--- src/rtl/audio_bus_pkg.sv ---
// Shared widths and frame type for the multi-channel audio bus.
package audio_bus_pkg;

  localparam int DATA_WIDTH_DEF = 32;
  localparam int NUM_CH_DEF     = 2;
  localparam int DEPTH_DEF      = 4;

  // Channel index width; a single-channel bus still needs one bit.
  function automatic int idx_w(input int n);
    return (n > 1) ? $clog2(n) : 1;
  endfunction

  // Pointers carry one extra bit so full and empty can be told apart.
  function automatic int ptr_w(input int depth);
    return $clog2(depth) + 1;
  endfunction

  function automatic int lvl_w(input int depth);
    return $clog2(depth + 1);
  endfunction

  localparam int PTR_W_DEF = $clog2(DEPTH_DEF) + 1;
  localparam int LVL_W_DEF = $clog2(DEPTH_DEF + 1);

  typedef logic [NUM_CH_DEF-1:0][DATA_WIDTH_DEF-1:0] frame_t;

endpackage

--- src/rtl/audio_bus_mc_fifo.sv ---
// Frame FIFO with registered head output and registered level counter.
module audio_frame_fifo
  import audio_bus_pkg::*;
#(
  parameter int WIDTH = 64,
  parameter int DEPTH = 4
) (
  input  logic                      clk,
  input  logic                      rst_n,
  input  logic                      push,
  input  logic [WIDTH-1:0]          wdata,
  output logic                      push_ok,
  output logic [WIDTH-1:0]          head,
  output logic                      head_vld,
  input  logic                      pop_rdy,
  output logic [lvl_w(DEPTH)-1:0]   level
);

  localparam int AW = $clog2(DEPTH);
  localparam int PW = ptr_w(DEPTH);
  localparam int LW = lvl_w(DEPTH);

  logic [WIDTH-1:0] mem [DEPTH];
  logic [PW-1:0]    wptr, rptr, rptr_n;
  logic [WIDTH-1:0] head_n;
  logic [LW-1:0]    level_n;
  logic             full, pop;

  assign full    = (wptr[AW] != rptr[AW]) && (wptr[AW-1:0] == rptr[AW-1:0]);
  assign pop     = head_vld && pop_rdy;
  assign push_ok = push && (!full || pop);
  assign rptr_n  = rptr + PW'(pop);
  assign level_n = level + LW'(push_ok) - LW'(pop);

  // The head register is loaded with whatever sits at the post-edge read
  // pointer; a frame written into that very slot bypasses the array.
  always_comb begin
    head_n = mem[rptr_n[AW-1:0]];
    if (push_ok && (wptr[AW-1:0] == rptr_n[AW-1:0])) head_n = wdata;
  end

  always_ff @(posedge clk) begin
    if (push_ok) mem[wptr[AW-1:0]] <= wdata;
  end

  always_ff @(posedge clk or negedge rst_n) begin
    if (!rst_n) begin
      wptr     <= '0;
      rptr     <= '0;
      level    <= '0;
      head     <= '0;
      head_vld <= 1'b0;
    end else begin
      wptr     <= wptr + PW'(push_ok);
      rptr     <= rptr_n;
      level    <= level_n;
      head     <= head_n;
      head_vld <= (level_n != '0);
    end
  end

endmodule

--- src/rtl/audio_bus_mc.sv ---
// Multi-channel audio bus: assembles per-channel samples into frames and
// buffers them for a valid/ready consumer. Optional: AUDIO_BUS_SYNC_EN.
module audio_bus_mc
  import audio_bus_pkg::*;
#(
  parameter int DATA_WIDTH = 32,
  parameter int NUM_CH     = 2,
  parameter int DEPTH      = 4
) (
  input  logic                         i_clk,
  input  logic                         i_rst,
  input  logic                         newin,
  input  logic [DATA_WIDTH-1:0]        din,
  input  logic                         sof,
  output logic                         rinc,
  output logic                         o_clk,
  output logic                         o_rst,
  output logic [NUM_CH*DATA_WIDTH-1:0] dout,
  output logic                         dvalid,
  input  logic                         dready,
  output logic [lvl_w(DEPTH)-1:0]      level,
  output logic                         ovf
);

  localparam int CW = idx_w(NUM_CH);

  logic [CW-1:0]                        ch, ch_n, slot;
  logic [NUM_CH-1:0][DATA_WIDTH-1:0]    asm_q, frame;
  logic                                 push, push_ok, frame_err;

  assign rinc  = newin;
  assign o_clk = i_clk;
  assign o_rst = i_rst;

  always_comb begin
    slot      = ch;
    frame_err = 1'b0;
`ifdef AUDIO_BUS_SYNC_EN
    // A start-of-frame mark realigns to slot 0; anything half-built is lost.
    if (newin && sof) begin
      slot      = '0;
      frame_err = (ch != '0);
    end
`endif
    push = newin && (slot == CW'(NUM_CH - 1));
    ch_n = ch;
    if (newin) ch_n = push ? '0 : slot + CW'(1);
  end

`ifndef AUDIO_BUS_SYNC_EN
  logic unused_sof;
  assign unused_sof = sof;
`endif

  // The outgoing frame includes the sample arriving on the completing edge.
  for (genvar k = 0; k < NUM_CH; k++) begin : g_lane
    assign frame[k] = (newin && (slot == CW'(k))) ? din : asm_q[k];
  end

  always_ff @(posedge i_clk or negedge i_rst) begin
    if (!i_rst) begin
      ch    <= '0;
      asm_q <= '0;
      ovf   <= 1'b0;
    end else begin
      ch <= ch_n;
      if (newin) asm_q <= frame;
      if (frame_err || (push && !push_ok)) ovf <= 1'b1;
    end
  end

  audio_frame_fifo #(
    .WIDTH (NUM_CH * DATA_WIDTH),
    .DEPTH (DEPTH)
  ) u_fifo (
    .clk      (i_clk),
    .rst_n    (i_rst),
    .push     (push),
    .wdata    (frame),
    .push_ok  (push_ok),
    .head     (dout),
    .head_vld (dvalid),
    .pop_rdy  (dready),
    .level    (level)
  );

endmodule

--- config.mk ---
export PLATFORM = sky130hd
export DESIGN_NAME = audio_bus_mc
export DESIGN_NICKNAME = d
export VERILOG_FILES = /design/src/rtl/audio_bus_pkg.sv /design/src/rtl/audio_bus_mc_fifo.sv /design/src/rtl/audio_bus_mc.sv
export SDC_FILE = /design/constraint.sdc
export NUM_CORES = 1
export LEC_CHECK = 0
export BUFFER_PORTS_ARGS = -buffer_cell sky130_fd_sc_hd__clkbuf_2
export CORE_ASPECT_RATIO = 0.7
export CORE_MARGIN = 2
export CORE_UTILIZATION = 54
export DETAILED_ROUTE_END_ITERATION = 7
export PLACE_DENSITY = 0.76
export SYNTH_ARGS = -nofsm -noshare
export SYNTH_HDL_FRONTEND = slang
export SYNTH_SLANG_ARGS = --single-unit
--- constraint.sdc ---
create_clock -name i_clk -period 16.15 [get_ports i_clk]
set_input_delay 1.615 -clock i_clk [delete_from_list [all_inputs] [get_ports i_clk]]
set_output_delay 1.615 -clock i_clk [all_outputs]
set_load 0.02 [all_outputs]
### Word-level counts from Yosys, hierarchy flattened

Memory sizes are Yosys's and may differ from the RTL's. A register that Yosys moved wholly into a read port is not among the register bits.
Index checks and enable logic that the tools add are counted.

* multiplexer cells: 5
* reduce and logical (&&, ||, !) cells: 11
* add/subtract/negate cells: 5
* equal/unequal tests: 2
* bitwise logic cells: 1

Operators with widths (number)
* $mux W32: 2
* $add A3 B1 Y3: 3
* $logic_and A1 B1 Y1: 6
* $logic_not A1 Y1: 3
* $mux W1: 3
* $reduce_bool A3 Y1: 1
* $sub A3 B1 Y3: 1
* $eq A2 B2 Y1: 1
* $add A1 B1 Y1 const B: 1
* $logic_or A1 B1 Y1: 1
* $ne A1 B1 Y1: 1
* $not A1 Y1: 1

* flip-flop bits (word level): 76
* input port bits: 37
* memories: 1
* word-level logic and storage cells: 33
* memory bits (writable): 256

Memory list
* u_fifo.mem: words 4, width 64, read ports 1, clocked after memory_dff 1, write ports 1, RTL line audio_bus_mc_fifo.sv:23 `logic [WIDTH-1:0] mem [DEPTH];`

### Logic depth before layout (Yosys ltp)

* depth after elaboration: 8
* gate-level depth with buffers: 8
* gate-level depth less buffers: 8

### Modules after synthesis

Synthesis repeated with hierarchy kept, for this count alone.

* cells, all modules: 722
* area, all modules: 15757.6 sq um

Modules (own cells, without submodules)
* audio_frame_fifo: cells each 506, times used 1, area each 12099.1 sq um, seq. area each 9539.1 sq um
* audio_bus_mc: cells each 216, times used 1, area each 3658.5 sq um, seq. area each 1651.6 sq um

==> implementation parameters <==
Parameter                              Value

Run status
  Run status    complete, no violations

Global route
  Number of antenna violations at the first check in global routing    1
  First-pass GRT wire length    42900 um
  GR Overflow Total    0
  GR Util All Layers    18.8%
  Pin count of the biggest net entering global routing    76
  Vias in the first global route    7406

Timing
  Max-slew violation count    0
  Slew margin rel.    28.7%
  Setup repair after global routing missed its margin    false
  Sum of negative setup slack    0 ns
  Transition at the pin with the smallest max-transition slack    1.07 ns
  Setup clock skew after layout    0.00865 ns
  # setup viols final    0
  Final Hold Viols    0

Worst setup path
  Maximum fanout along the worst path    12
  R2r setup slk    12.32 ns
  Data required time of the critical path    14.53 ns
  Data arrival time of the worst path    8.74 ns
  Startpoint class of the critical path    clock port
  Path type of the worst setup path    clock port to output pin
  Endpoint type of the worst setup path    output pin

Pwr
  Power density over the cells    218 nW/um^2
  Comb pwr share    36.4%
  Clock network fraction of total power    21.4%
  Highest ir drop seen on vdd    120 uV
  Post-layout total power    3.83 mW
  Sw Ratio    30.0%
  Switching power total    1.15 mW
  Internal power    2.68 mW
  LEAKAGE    6.66 nW
  Flop pwr share    42.2%

Clock network
  Setup fix buffers added after clock tree synthesis    0
  Count of H-tree levels built during CTS    2
  Gates resized, CTS repair    0
  Bufs on Longest Clock Path    3
  Buffer type at the clock tree root    sky130_fd_sc_hd__clkbuf_16
  Hold-fix buffer count after cts    0
  CTS tree    yes
  CTS Buf Count    37
  Worst-Skew Late Latency    0.51 ns
  Clock-pin slew on the worst setup and hold paths    0.06 ns

Placement
  HPWL after detailed placement    15000 um
  Final weighted congestion in routability-driven placement    0.704
  Number of buffers added on ports    107

Route
  Total number of vias    6976
  Initial detailed-routing violation count    357
  Count of nets left with antenna violations after detail routing    0
  Average wire per cell in the routed design    22.0 um
  Total wire length after detailed routing    27200 um
  DRT Pass-1 Iters    4
  DRC errors left    0
  Vias per Instance    5.65

Logic synthesis
  Synth Instances    724
  Synth cell types    26
  Synthesized cell area    15600 um^2
  Synthesized flop and latch total    396
  Dominant combinational cell family by area after synthesis    multiplexers
  Post-Syn Nets    768
  Share of the synthesized netlist area taken by xor and xnor gates    0.563%
  Area share of fa/ha/maj cells after synthesis    0.611%
  Synth Area in Compound Gates    0.225%
  Multiplexer share of the synthesized area    24.6%
  Synthesis Warnings    0
  Synthesized area divided by synthesized cell count    21.5 um^2
  Area share of and/or/nand/nor cells after synthesis    0.491%
  Sequential area share after synthesis    72.0%

Flow run
  Max-cap check violation count    0

Layout
  Leading cell type in the layout, fill and taps excluded    sky130_fd_sc_hd__edfxtp_1
  Growth of design area from synthesis to finish    12.9%
  Fin util    62.5%
  Fillers    1934
  Fin nets    883
  Proportion of layout cells with a drive suffix above 1    49.3%
  Number of diodes    0
  Commonest non-fill, non-tap cells in the layout    256 x sky130_fd_sc_hd__edfxtp_1, 140 x sky130_fd_sc_hd__dfrtp_1, 132 x sky130_fd_sc_hd__mux2_2

Floorplan
  Area of the core    28100 um^2
  Chip Width    207 um
  Initial standard-cell utilization of the core    55.4%
  Y dimension of the die    146 um
  Boundary pin count    109
  Die ar.    30200 um^2
  Count of standard-cell rows    51

Hold path
  Class of the most critical hold timing path    flip-flop to flip-flop
registers in the layout, summed over array words and instances, names as in the netlist:
signal and cells:
asm_q 64, u_fifo.head 64, ch 1, ovf 1
u_fifo.level 3, u_fifo.head_vld 1, u_fifo.wptr 3, u_fifo.mem 256
u_fifo.rptr 3
final timing paths:
kind	start	endpoint	depth (start not counted)
max	i_clk	o_clk	4
min	ovf	ovf	1
max reg2reg	u_fifo.head_vld	u_fifo.head[63]	8
min reg2reg	ovf	ovf	1
max in group asynchronous	i_rst	u_fifo.head[40]	2
min in group asynchronous	i_rst	u_fifo.head[28]	1
logic make-up after synthesis:
family | after synthesis
flops | 396
mux | 256
buf+inv | 42
simple gates | 11
xor+xnor | 10
fa+ha+maj | 7
compound gates | 2
worst max-delay path: stages:
cell	delay, ns
sky130_fd_sc_hd__clkbuf_16	0.15
sky130_fd_sc_hd__clkbuf_16	0.19
sky130_fd_sc_hd__clkbuf_16	0.17
sky130_fd_sc_hd__clkbuf_2	0.15
power by group through the flow:
stage | Sequential, mW | Combinational (mW) | Clock (mW)
finish | 1.62 | 1.40 | 0.820
global route | 1.64 | 1.51 | 0.885
CTS | 1.62 | 1.42 | 0.840
detailed placement | 1.64 | 1.41 | 0.00575
global placement | 1.63 | 1.38 | 0.00575
floorplan | 1.71 | 0.980 | 0.00723
metal layers:
| metal | up-vias | global-route usage, % | part of all wire (%) |
|---|---|---|---|
| met5 | - | 0 | 0.059 |
| met4 | 2 | 4.26 | 1.6 |
| met3 | 39 | 3.69 | 4.2 |
| met2 | 135 | 30.0 | 48 |
| met1 | 3718 | 27.2 | 46 |
| li1 | 3082 | - | - |
cells in the mapped netlist (all sizes together):
library cell,count,area [um^2]
inv,5,18.8
or3,1,6.26
and3b,1,10.0
mux2,192,2390
edfxtp,256,7690
nand3,1,17.5
xnor2,5,43.8
a41oi,1,27.5
clkbuf,7,26.3
nor3b,1,7.51
nand2b,1,6.26
ha,6,75.1
mux4,64,1440
o21bai,1,7.51
nand4,1,6.26
buf,30,194
and3,1,7.51
fa,1,20.0
nor2,1,3.75
xor2,5,43.8
nand2,3,11.3
dfrtp,140,3500
cell type report:
| cell class | count | area, um^2 | area share, % |
|---|---|---|---|
| flip-flops and latches | 396 | 11200 | 63.7 |
| inverters | 5 | 18.8 | 0.107 |
| clock buffers | 53 | 1020 | 5.79 |
| repair buffers | 112 | 582 | 3.31 |
| multi-input cells | 286 | 4180 | 23.8 |
| well taps | 371 | 464 | 2.64 |
| clock inverters | 12 | 106 | 0.606 |
stage by stage:
stage	hold WS, ns	area [um^2]	instances	setup WS [ns]
after floorplan	0.452	15600	724	6.33
after global placement	0.473	16400	1171	6.33
after detailed placement	0.478	16400	1171	6.33
after CTS	0.495	17600	1235	5.77
after global routing	0.505	17600	1235	5.77
final	0.487	17600	1235	5.79
(Power assumes the default switching activity.)
